<file path="src/rtl/shift_pkg.sv">
// Shared definitions for the shift datapath front end.
//   WIDTH / SHW : datapath width and shift-amount width
//   FUNCT_*     : MIPS R-type funct codes of the six shift operations
//   bit_rev     : reverses a WIDTH-bit word (maps left shifts onto a right shifter)
package shift_pkg;

    localparam int WIDTH = 32;
    localparam int SHW   = 5;

    localparam logic [5:0] FUNCT_SLL  = 6'h00;
    localparam logic [5:0] FUNCT_SRL  = 6'h02;
    localparam logic [5:0] FUNCT_SRA  = 6'h03;
    localparam logic [5:0] FUNCT_SLLV = 6'h04;
    localparam logic [5:0] FUNCT_SRLV = 6'h06;
    localparam logic [5:0] FUNCT_SRAV = 6'h07;

    function automatic logic [WIDTH-1:0] bit_rev(input logic [WIDTH-1:0] v);
        logic [WIDTH-1:0] r;
        for (int i = 0; i < WIDTH; i++) begin
            r[i] = v[WIDTH-1-i];
        end
        return r;
    endfunction

endpackage

</file>
<file path="src/rtl/right_shift_32.sv">
// Logical right barrel shifter, 32 bits.
//   res : a shifted right by sel, zero filled
//   a   : value to shift
//   sel : shift amount 0..31
module right_shift_32 (
    output logic [31:0] res,
    input  logic [31:0] a,
    input  logic [4:0]  sel
);

    assign res = a >> sel;

endmodule

</file>
<file path="src/rtl/shift_issue_stage.sv">
// Two-stage pipelined front end for the 32-bit shift datapath.
// Decodes MIPS R-type shifts, selects the shift amount, maps left and
// arithmetic shifts onto a logical right shifter and fixes the result up.
//   clk, rst_n              : clock, synchronous active-low reset
//   in_valid / in_ready     : request handshake
//   in_funct, in_shamt      : funct field and instruction shamt
//   in_rs, in_rt            : variable amount source (rs[4:0]) and value to shift
//   in_tag                  : destination register, passed through
//   out_valid / out_ready   : result handshake
//   out_result, out_tag     : shifted value and its tag
//   out_illegal             : funct was not a shift
module shift_issue_stage
    import shift_pkg::*;
(
    input  logic             clk,
    input  logic             rst_n,
    input  logic             in_valid,
    output logic             in_ready,
    input  logic [5:0]       in_funct,
    input  logic [SHW-1:0]   in_shamt,
    input  logic [WIDTH-1:0] in_rs,
    input  logic [WIDTH-1:0] in_rt,
    input  logic [4:0]       in_tag,
    output logic             out_valid,
    input  logic             out_ready,
    output logic [WIDTH-1:0] out_result,
    output logic [4:0]       out_tag,
    output logic             out_illegal
);

    // decode
    logic             dec_left;
    logic             dec_arith;
    logic             dec_var;
    logic             dec_illegal;
    logic [SHW-1:0]   dec_amount;
    logic [WIDTH-1:0] dec_operand;
    logic             rs_hi_unused;

    // stage registers
    logic             s1_valid;
    logic [WIDTH-1:0] s1_operand;
    logic [SHW-1:0]   s1_amount;
    logic             s1_left;
    logic             s1_arith;
    logic             s1_illegal;
    logic [4:0]       s1_tag;

    logic             s2_valid;
    logic [WIDTH-1:0] s2_result;
    logic [4:0]       s2_tag;
    logic             s2_illegal;

    logic             s2_adv;
    logic             s1_adv;
    logic             accept;
    logic [WIDTH-1:0] shr_res;
    logic [WIDTH-1:0] fix_res;

    // only the low bits of rs act as a shift amount
    assign rs_hi_unused = ^in_rs[WIDTH-1:SHW];

    always_comb begin
        dec_left    = 1'b0;
        dec_arith   = 1'b0;
        dec_var     = 1'b0;
        dec_illegal = 1'b0;
        case (in_funct)
            FUNCT_SLL:  dec_left = 1'b1;
            FUNCT_SRL:  ;
            FUNCT_SRA:  dec_arith = 1'b1;
            FUNCT_SLLV: begin dec_left = 1'b1;  dec_var = 1'b1; end
            FUNCT_SRLV: dec_var = 1'b1;
            FUNCT_SRAV: begin dec_arith = 1'b1; dec_var = 1'b1; end
            default:    dec_illegal = 1'b1;
        endcase
    end

    assign dec_amount  = dec_var ? in_rs[SHW-1:0] : in_shamt;
    assign dec_operand = dec_left ? bit_rev(in_rt) : in_rt;

    // flow control; in_ready is combinational from out_ready
    assign s2_adv   = !s2_valid || out_ready;
    assign s1_adv   = s2_adv;
    assign in_ready = !s1_valid || s2_adv;
    assign accept   = in_valid && in_ready;

    right_shift_32 u_shr (
        .res (shr_res),
        .a   (s1_operand),
        .sel (s1_amount)
    );

    // Sign fill for sra: operand is the unreversed rt there, so bit 31 is the
    // sign. With amount 0 the mask is empty and every op returns rt.
    always_comb begin
        fix_res = s1_left ? bit_rev(shr_res) : shr_res;
        if (s1_arith && s1_operand[WIDTH-1]) begin
            fix_res = fix_res | ~({WIDTH{1'b1}} >> s1_amount);
        end
        if (s1_illegal) begin
            fix_res = '0;
        end
    end

    always_ff @(posedge clk) begin
        if (!rst_n) begin
            s1_valid   <= 1'b0;
            s1_operand <= '0;
            s1_amount  <= '0;
            s1_left    <= 1'b0;
            s1_arith   <= 1'b0;
            s1_illegal <= 1'b0;
            s1_tag     <= '0;
            s2_valid   <= 1'b0;
            s2_result  <= '0;
            s2_tag     <= '0;
            s2_illegal <= 1'b0;
        end else begin
            // a new accept may overwrite S1 in the same cycle its op moves on
            if (accept) begin
                s1_valid   <= 1'b1;
                s1_operand <= dec_operand;
                s1_amount  <= dec_amount;
                s1_left    <= dec_left;
                s1_arith   <= dec_arith;
                s1_illegal <= dec_illegal;
                s1_tag     <= in_tag;
            end else if (s1_adv) begin
                s1_valid   <= 1'b0;
            end

            if (s2_adv) begin
                s2_valid <= s1_valid;
                if (s1_valid) begin
                    s2_result  <= fix_res;
                    s2_tag     <= s1_tag;
                    s2_illegal <= s1_illegal;
                end
            end
        end
    end

    assign out_valid   = s2_valid;
    assign out_result  = s2_result;
    assign out_tag     = s2_tag;
    assign out_illegal = s2_illegal;

endmodule

</file>
<file path="config.mk">
export PLATFORM = sky130hd
export DESIGN_NAME = shift_issue_stage
export DESIGN_NICKNAME = d
export VERILOG_FILES = /design/src/rtl/shift_pkg.sv /design/src/rtl/right_shift_32.sv /design/src/rtl/shift_issue_stage.sv
export SDC_FILE = /design/constraint.sdc
export NUM_CORES = 1
export LEC_CHECK = 0
export CAP_MARGIN = 20
export CORE_ASPECT_RATIO = 0.8
export CORE_MARGIN = 8
export CORE_UTILIZATION = 40
export CTS_CLUSTER_SIZE = 40
export DETAILED_ROUTE_END_ITERATION = 8
export GPL_TIMING_DRIVEN = 0
export SKIP_CTS_REPAIR_TIMING = 1
export SLEW_MARGIN = 10
export SYNTH_ARGS = -nofsm -noshare
export SYNTH_HDL_FRONTEND = slang
export SYNTH_SLANG_ARGS = --single-unit
</file>
<file path="constraint.sdc">
create_clock -name clk -period 4.3 [get_ports clk]
set_clock_uncertainty 0.15 [all_clocks]
set_input_delay 0.86 -clock clk [delete_from_list [all_inputs] [get_ports clk]]
set_output_delay 0.86 -clock clk [all_outputs]
set_load 0.01 [all_outputs]
</file>
==> flow_metrics.py, run 1 <==
metrics = {
    "synth": {
        "syn-cell-area_mm2": 0.00637,
        "synth_edf_count": 0,
        "yosysTopAreaCell": "dfxtp_1",
        "ys_seq_elements": 85,
        "yosys.area.top_type_share_pct": 26.7,
        "ys_seq_area_share_pct": 26.7,
        "yosys_warnings": 0,
        "synth_area_leaders": "dfxtp_1, mux2i_1, mux4_2",
        "syn_nets": 862,
        "yosys_most_used_dff": "dfxtp_1",
        "avgSynthCellArea_um2": 8.19,
        "yosysUniqueCellTypes": 61,
        "postSynthCellCount": 778,
        "async_flop_share_pct": 0,
    },
    "timing": {
        "finalHoldViolations": 0,
        "whs_ps": 308,
        "setup_viol": 0,
        "relSlewSlack_pct": 35.9,
        "finalCriticalPeriod_ps": 3230,
        "drv_slew": 0,
        "tightestPinTransition_ps": 961,
        "max_freq_mhz": 310,
        "finalCritPeriodShare_pct": 75.1,
        "rsz0062_at_grt": "false",
        "tns_ps": 0,
    },
    "cells_and_area": {
        "syn_to_final_growth_pct": 24.2,
        "fin_nets": 969,
        "diodes": 0,
        "layout-drive-gt1-share_pct": 10.7,
        "fin_cells": 1105,
    },
    "clock_network": {
        "cts_htree_levels": 3,
        "clk_latency_ps": 360,
        "clock_path_buffers": 2,
        "cts.clk_slew.worst_paths_ps": 70,
        "cts_buffers": 9,
        "cts_tree": "built",
        "cts.sinks": 85,
        "cts-root-buf": "clkbuf_16",
    },
    "detailed_routing": {
        "routedWlPerCell_um": 26.1,
        "drt_iter0_markers": 945,
        "dr_total_vias": 7144,
        "wl_mm": 28.8,
        "viasPerCell": 6.47,
        "post-route-drc-count": 0,
        "drtAntennaViolNets": 0,
        "drt_first_pass_iters": 6,
    },
    "critical_path": {
        "worst_setup_path_end_kind": "output port",
        "critical_path_class": "in2out",
        "crit_chain": "clkdlybuf4s50_1, nor2b_1, nand2_1, clkdlybuf4s50_1",
        "crit_top_cell": "clkdlybuf4s50_1",
        "worstPathRequired_ps": 3290,
        "path_max_fanout": 5,
        "start_kind": "input pin",
        "critPathSlowestCell": "clkdlybuf4s50_1",
        "critPathMaxStageDelay_ps": 510,
        "cp.arrival_ps": 2220,
    },
    "global_route": {
        "grt_pass1_vias": 6895,
        "grt_max_degree": 17,
        "gr-total-overflow": 0,
        "antenna_found_initial": 0,
        "grt_pass1_wl_mm": 42.8,
        "grt.total_usage_pct": 28.2,
    },
    "min_path": {
        "min-delay-path-class": "reg2reg",
    },
    "power": {
        "peakVddDrop_uv": 199,
        "p_leak_uw": 0.00303,
        "power_per_cell_area_mw_per_mm2": 315,
    },
    "status": {
        "status": "completed",
    },
    "floorplan": {
        "num_rows": 41,
        "die-height_um": 129,
        "die_w_um": 157,
        "ioPinCount": 124,
        "initial_core_util_pct": 40.6,
        "core_area_mm2": 0.0157,
        "die_area_mm2": 0.0202,
    },
    "job": {
        "cap_violations": 0,
    },
    "place": {
        "gp_congestion": 0.995,
        "io_buffers": 96,
        "dp_hpwl_mm": 22.6,
        "dp_cells": 1089,
    },
}
-- layout make-up --
type                    instances  area, um2
clock buffers                  10        229
clock inverters                 6       75.1
repair buffers                 96        961
well taps                     215        269
fillers                      1573       7790
flip-flops and latches         85       1700
inverters                       7       26.3
multi-input cells             615       4330
plain buffers                  71        314
-- critical path: cells and delay by family --
kind                   cells  cell delay, ps
buffers and inverters      2             910
and+or+nand+nor            2             460
-- power breakdown --
part	internal, uW	switching [uW]
logic	302	464
registers	830	64.0
clock network	462	372
-- logic make-up (layout without fill, tap and decap cells) --
kind of cell    after synthesis  in the layout  synth area share [%]
compound gates              230            230                  24.5
buf+inv                      78            190                  5.34
simple gates                257            257                  17.9
mux                         128            128                  25.6
flops                        85             85                  26.7
-- per-layer routing --
layer / GRT usage, % / up-vias / part of all wire (%)
li1: - / 3150 / -
met1: 38.9 / 3415 / 43
met2: 40.4 / 511 / 41
met3: 9.45 / 68 / 13
met4: 9.72 / 0 / 3.1
met5: 0 / - / 0
-- synth_stat cells (17+ instances only) --
cell type and instances:
nor2_1 92, dfxtp_1 85, nand2_1 84, mux2i_1 74
a21oi_1 53, a211oi_1 45, clkbuf_1 43, o21ai_0 38
mux2_2 29, mux4_2 23, nor3_1 21, nand3_1 18
buf_2 17
-- cell usage in the layout (no fill, tap or decap), drive strengths merged, types with 3 or more instances in the layout --
master / count
clkdlybuf4s50: 96
nor2: 92
dfxtp: 85
nand2: 84
mux2i: 76
a21oi: 53
clkbuf: 53
a211oi: 45
o21ai: 38
mux2: 29
buf: 28
mux4: 23
nor3: 21
nand3: 18
o22ai: 16
nor2b: 9
a221o: 8
inv: 8
nand2b: 7
a22oi: 7
a31oi: 7
a32oi: 7
and2: 5
o211ai: 5
and3: 5
o221ai: 5
or3: 5
a221oi: 5
a22o: 4
o22a: 4
clkinv: 3
o21a: 3
nand4: 3
a2111oi: 3
-- path summary, 6_finish.rpt --
kind	start	slack, ps	endpoint	cells after the start
max reg2reg	s1_amount[0]$_SDFFE_PN0P_	1080	out_result[31]$_SDFFE_PN0P_	8
min	out_result[3]$_SDFFE_PN0P_	310	out_result[3]$_SDFFE_PN0P_	2
min reg2reg	out_result[3]$_SDFFE_PN0P_	310	out_result[3]$_SDFFE_PN0P_	2
max	out_ready	1070	in_ready	4
-- flip-flops by register name (all words and copies together), names as in the netlist, 5 cells and up --
name	cells
out_tag	5
s1_amount	5
out_result	32
s1_operand	32
s1_tag	5
-- metrics by stage --
step	setup slack, ps	utilization, %	area [um2]	total power (uW)
final	1070	50.4	7910	2490
after global routing	970	50.4	7910	2570
after CTS	1070	50.4	7910	2470
after detailed placement	874	48.5	7610	1650
after global placement	877	48.4	7600	1650
after floorplan	1770	-	6370	1330
Note: power is estimated with default switching activity, not from simulation.
==> inputs of run 2 (changes only) <==
--- a/config.mk
+++ b/config.mk
@@ -12,6 +12,7 @@
 export CTS_CLUSTER_SIZE = 40
 export DETAILED_ROUTE_END_ITERATION = 8
 export GPL_TIMING_DRIVEN = 0
+export PLACE_DENSITY = 0.67
 export SKIP_CTS_REPAIR_TIMING = 1
 export SLEW_MARGIN = 10
 export SYNTH_ARGS = -nofsm -noshare
==> constraint.sdc (replaced) <==
create_clock -name clk -period 2.9 [get_ports clk]
set_clock_uncertainty 0.15 [all_clocks]
set_input_delay 0.58 -clock clk [delete_from_list [all_inputs] [get_ports clk]]
set_output_delay 0.58 -clock clk [all_outputs]
set_load 0.01 [all_outputs]
==> run 2 against run 1 <==
Net effect:
- sequential power up 48%
- hold slack about the same
- clock-buffer cell count did not move
- critical endpoint is now out_result[0]$_SDFFE_PN0P_
- first-iteration DRC count increased by 2.3%
- highest routed layer unchanged
- sequential share of layout area decreased by 0.17 points
- power rose by 47%
- critical path depth increased by 4
==> flow_metrics.py, run 2 (synthesized netlist as in run 1, its figures left out) <==
metrics = {
    "cells_and_area": {
        "layout-drive-gt1-share_pct": 12.5,
        "syn_to_final_growth_pct": 25.1,
        "layout_common_cells": "clkdlybuf4s50_1, nor2_1, dfxtp_1",
        "fin_util_pct": 50.8,
        "fin_cells": 1106,
        "fin_nets": 970,
        "n_fill_cell": 1625,
        "diodes": 0,
        "final_common_cell": "clkdlybuf4s50_1",
    },
    "clock_network": {
        "clock_path_buffers": 2,
        "cts.sinks": 85,
        "cts_buffers": 9,
        "cts.clk_slew.worst_paths_ps": 80,
        "cts-root-buf": "clkbuf_16",
        "cts_tree": "built",
        "cts_htree_levels": 3,
        "clk_latency_ps": 370,
    },
    "min_path": {
        "holdPathEnd": "s1_tag[1]$_SDFFE_PN0P_",
        "hold_start": "s1_tag[1]$_SDFFE_PN0P_",
        "min_delay_path_depth": 2,
        "min-delay-path-class": "reg2reg",
    },
    "critical_path": {
        "r2r_slack_ps": 90,
        "critical_path_class": "reg2reg",
        "cp.arrival_ps": 2910,
        "path_max_fanout": 10,
        "r2r_start": "s1_amount[2]$_SDFFE_PN0P_",
        "worst_setup_path_end_kind": "flop",
        "reg2reg_depth": 8,
        "rr_endpoint": "out_result[0]$_SDFFE_PN0P_",
        "worstPathRequired_ps": 3000,
        "start_kind": "flop",
    },
    "floorplan": {
        "die_w_um": 157,
        "num_rows": 41,
        "die-height_um": 129,
        "core_area_mm2": 0.0157,
        "ioPinCount": 124,
        "die_area_mm2": 0.0202,
        "initial_core_util_pct": 40.6,
    },
    "timing": {
        "finalCritPeriodShare_pct": 96.9,
        "relSlewSlack_pct": 38.7,
        "rsz0062_at_grt": "false",
        "max_freq_mhz": 356,
        "drv_slew": 0,
        "finalHoldViolations": 0,
        "tightestPinTransition_ps": 918,
        "tns_ps": 0,
        "whs_ps": 308,
        "setup_viol": 0,
        "finalCriticalPeriod_ps": 2810,
    },
    "detailed_routing": {
        "dr_total_vias": 7096,
        "drt_first_pass_iters": 6,
        "routedWlPerCell_um": 25.4,
        "wl_mm": 28.1,
        "post-route-drc-count": 0,
        "drtAntennaViolNets": 0,
        "drt_iter0_markers": 967,
        "viasPerCell": 6.42,
    },
    "power": {
        "power_per_cell_area_mw_per_mm2": 459,
        "peakVddDrop_uv": 303,
        "power_uw": 3660,
        "p_leak_uw": 0.00306,
    },
    "global_route": {
        "grt_pass1_wl_mm": 42.0,
        "antenna_found_initial": 0,
        "grt_pass1_vias": 6719,
        "grt_max_degree": 18,
        "grt.total_usage_pct": 27.6,
        "gr-total-overflow": 0,
    },
    "place": {
        "dp_cells": 1090,
        "io_buffers": 96,
        "gp_congestion": 1.02,
        "dp_hpwl_mm": 21.6,
    },
    "job": {
        "cap_violations": 0,
    },
    "status": {
        "status": "completed",
    },
}
==> run 2: changes by cell type in the layout (fill, tap and decap cells not counted), sizes merged <==
cell,delta
clkinv,+2
clkbuf,+4
clkinvlp,-1
bufinv,-1
buf,-3
==> run 2: layout make-up <==
| type | instances | area (um2) | area share (%) |
|---|---|---|---|
| Sequential cell | 85 | 1700 | 21.3 |
| Buffer | 71 | 327 | 4.10 |
| Clock inverter | 6 | 65.1 | 0.816 |
| Multi-Input combinational cell | 615 | 4390 | 55.1 |
| Inverter | 7 | 26.3 | 0.330 |
| Timing Repair Buffer | 97 | 966 | 12.1 |
| Clock buffer | 10 | 229 | 2.87 |
| Tap cell | 215 | 269 | 3.37 |
==> run 2: how the worst max path moves through the flow <==
stage	from	to	slack, ps	cells after the start
after global routing	s1_amount[2]$_SDFFE_PN0P_	out_result[21]$_SDFFE_PN0P_	10	9
after detailed placement	out_ready	out_result[19]$_SDFFE_PN0P_	-220	7
after global placement	s1_operand[31]$_SDFFE_PN0P_	out_result[5]$_SDFFE_PN0P_	-330	7
after floorplan	s1_amount[2]$_SDFFE_PN0P_	out_result[13]$_SDFFE_PN0P_	600	8
final	s1_amount[2]$_SDFFE_PN0P_	out_result[0]$_SDFFE_PN0P_	90	8
after CTS	s1_operand[31]$_SDFFE_PN0P_	out_result[5]$_SDFFE_PN0P_	-220	7
==> run 2: routing by layer <==
layer	vias up	track usage [%]	wire [um]
met5	-	0.250	0
met4	0	8.32	716
met3	56	9.08	3650
met2	497	38.8	11400
met1	3381	38.9	12300
li1	3162	-	-
==> run 2: worst max-delay path, stage by stage, from the launching register on <==
cell      delay [ps]
dfxtp_1          300
buf_2            240
clkbuf_4         290
buf_2            340
mux4_2           350
mux2i_1          360
o32ai_1          160
a211oi_2         370
o21ai_0          120
==> run 2: per-stage QoR <==
stage / cell area (um2) / setup slack [ps]
global placement: 7600 / -326
floorplan: 6370 / 596
detailed placement: 7610 / -217
global route: 7970 / 12.4
finish: 7970 / 89.9
CTS: 7900 / -219
==> run 2: where the power goes <==
group | internal, uW | leakage (uW) | switching (uW)
combinational | 458 | 0.00222 | 694
clock | 609 | 0.000144 | 579
sequential | 1230 | 0.000698 | 90.4
==> variant, RTL diff (config.mk and constraints of run 1) <==
Reset style: asynchronous (`rst_n`), changed in one clocked block. Comments in the files are not updated.
--- a/src/rtl/shift_issue_stage.sv
+++ b/src/rtl/shift_issue_stage.sv
@@ -103,7 +103,7 @@
         end
     end
 
-    always_ff @(posedge clk) begin
+    always_ff @(posedge clk or negedge rst_n) begin
         if (!rst_n) begin
             s1_valid   <= 1'b0;
             s1_operand <= '0;
Check against the original RTL: differs if rst_n is asserted again (counterexample within 4 cycles, from zero or initial values and one cycle with rst_n low); with rst_n held inactive, the same outputs for 4 cycles.
==> variant against run 1 <==
Count of clock-buffer cells in the layout is 2 higher; via count is 8.0% lower; power is 35% higher; setup slack better by 9.7 ps; sequential cell count stayed put; clock power hardly changed; first-iteration DRC count is 14% lower; maximum frequency is 0.30% higher; global-route usage is 1.6 points lower; wire length is 4.6% lower; synthesized area is 3.1% higher; final area is 2.9% higher.
==> variant: results (changes against run 1) <==
The data arrival time at the worst-slack endpoint is 3280 ps (+1060 ps), and the synthesized instance count is 694 (-11%). The clock-pin transition on the worst setup and hold timing paths was 60 ps; the count of buffers from port buffering was 96 (unchanged). The tools report the number of antenna violations at the first check in global routing as 0 (unchanged).

The total inserted antenna cells was 0 (unchanged); the wire length per cell was 26.7 um (+2.6%). The logs give 813 (-14%) for the starting DRC count in detailed routing and 0 (unchanged) for the number of remaining DRC errors. The maximum number of pins on one net before global-route repair was 51 (+34). In this run the worst setup path begins at s1_amount[2]$_DFFE_PN0P_.

The sequential area share after synthesis came out at 32.4% (+5.7 points). The overall track demand over capacity in global routing was 26.6% (-1.6 points). The commonest cells after synthesis are dfrtp_1 (85), nand2_1 (79), a21oi_1 (78). The pre-CTS worst setup slack was 847 ps (-26.6 ps).

The peak ir drop on the vdd network came out at 201 uV (+0.81%). The number of distinct library cells after synthesis was 62 (+1.6%); the path depth of the worst reg2reg path was 7 (-1). In the post-synthesis netlist, the biggest area contributors are dfrtp_1 (32%), mux4_2 (11%), mux2i_1 (8.4%), a21oi_1 (5.9%), nand2_1 (4.5%). For the total number of yosys warnings, the log shows 0 (unchanged).

The run finished with clean final reports. For the maximum root-to-sink buffer count, the log shows 2 (unchanged). Number of synthesized flops with an enable pin: 0 (unchanged). The tools report the net count after synthesis as 778 (-9.7%). The class of the most critical hold timing path was in2async.

The number of levels the H-tree was split into was 3 (unchanged); the share of flip-flops with an asynchronous set or reset was 100% (+100 points). The final HPWL from detailed placement is 21.5 mm (-5.0%). The run gives 6619 (-4.0%) as the number of global-route vias before repair. Setup violation total in the final timing report: 0 (unchanged). The slew of the pin with the lowest slew margin is 807 ps (-154 ps), and the wire length of the first global-routing pass is 42.2 mm (-1.6%). The number of non-filler instances in the completed layout is 1027 (-7.1%), and the proportion of layout cells with a drive suffix above 1 is 13.8% (+3.1 points). The tools report the clock root buffer as clkbuf_16.

The tools report the count of nets after finishing as 886 (-8.6%). The logs give 9 (unchanged) for the number of buffers created by CTS and 1080 ps (about the same) for the worst setup slack for register-to-register paths. The placed cell count is 1011 (-7.2%), and the final worst hold slack is 319 ps (+10.6 ps). The final weighted congestion of routability-driven global placement is 0.999 (+0.45%), and the detail-routed via count per cell is 6.40 (-0.99%).

The tools report the maximum clock frequency as 311 MHz (+0.30%). The peak fanout along the critical path works out to 10 (+5). The number of search-and-repair iterations in the first detailed-routing pass is 6 (unchanged), and the insertion delay to the later sink of the worst-skew pair is 360 ps (about the same).

The leakage power total is 3.39 nW (+12%).
## variant: power by group
| part | leakage [nW] | internal [W] | switching, W |
|---|---|---|---|
| clock network | 0.149 | 0.000486 | 0.000347 |
| logic | 2.20 | 0.000642 | 0.000861 |
| registers | 1.04 | 0.000912 | 0.000128 |
| total | 3.39 | 0.00204 | 0.00134 |
## variant: cell families (layout without fill, tap and decap cells)
| group | Yosys count | after routing | synth area share, % |
|---|---|---|---|
| buf+inv | 69 | 182 | 5.07 |
| mux | 123 | 123 | 26.9 |
| compound gates | 201 | 201 | 21.0 |
| simple gates | 216 | 216 | 14.7 |
| flops | 85 | 85 | 32.4 |
## variant: area by class of cell
cell class	instances	area [um^2]
inverters	5	18.8
clock inverters	4	55.1
fillers	1562	8150
plain buffers	64	314
multi-input cells	540	4110
flip-flops and latches	85	2130
clock buffers	12	256
well taps	220	275
repair buffers	97	986
## variant: stage by stage
stage               total power, W  area, um^2  TNS, ps  utilization [%]
finish                     0.00338        8140        0             50.0
global route               0.00351        8140        0             50.0
CTS                        0.00335        8140        0             50.0
detailed placement         0.00251        7830        0             48.0
global placement           0.00251        7800   -61160             47.9
floorplan                  0.00189        6570        0                -
## variant: final timing paths
| check | endpoint |
|---|---|
| max | out_result[0]$_DFFE_PN0P_ |
| min | out_result[29]$_DFFE_PN0P_ |
| max reg2reg | out_result[0]$_DFFE_PN0P_ |
| min reg2reg | s1_tag[4]$_DFFE_PN0P_ |
| max in group asynchronous | s1_operand[20]$_DFFE_PN0P_ |
| min in group clk | s1_tag[4]$_DFFE_PN0P_ |
## variant: per-layer routing
metal	wire, um	global-route usage [%]	up-vias
li1	-	-	2868
met1	12300	35.8	3277
met2	12200	41.7	373
met3	2050	5.20	56
met4	903	11.2	0
met5	0	0	-
## variant: critical path, stage by stage, from the launching register on
cell and delay, ps:
dfrtp_1 350, buf_2 240, clkbuf_1 530, mux4_2 420, mux2i_1 440, o32ai_1 230, a211oi_1 540, o21ai_0 160
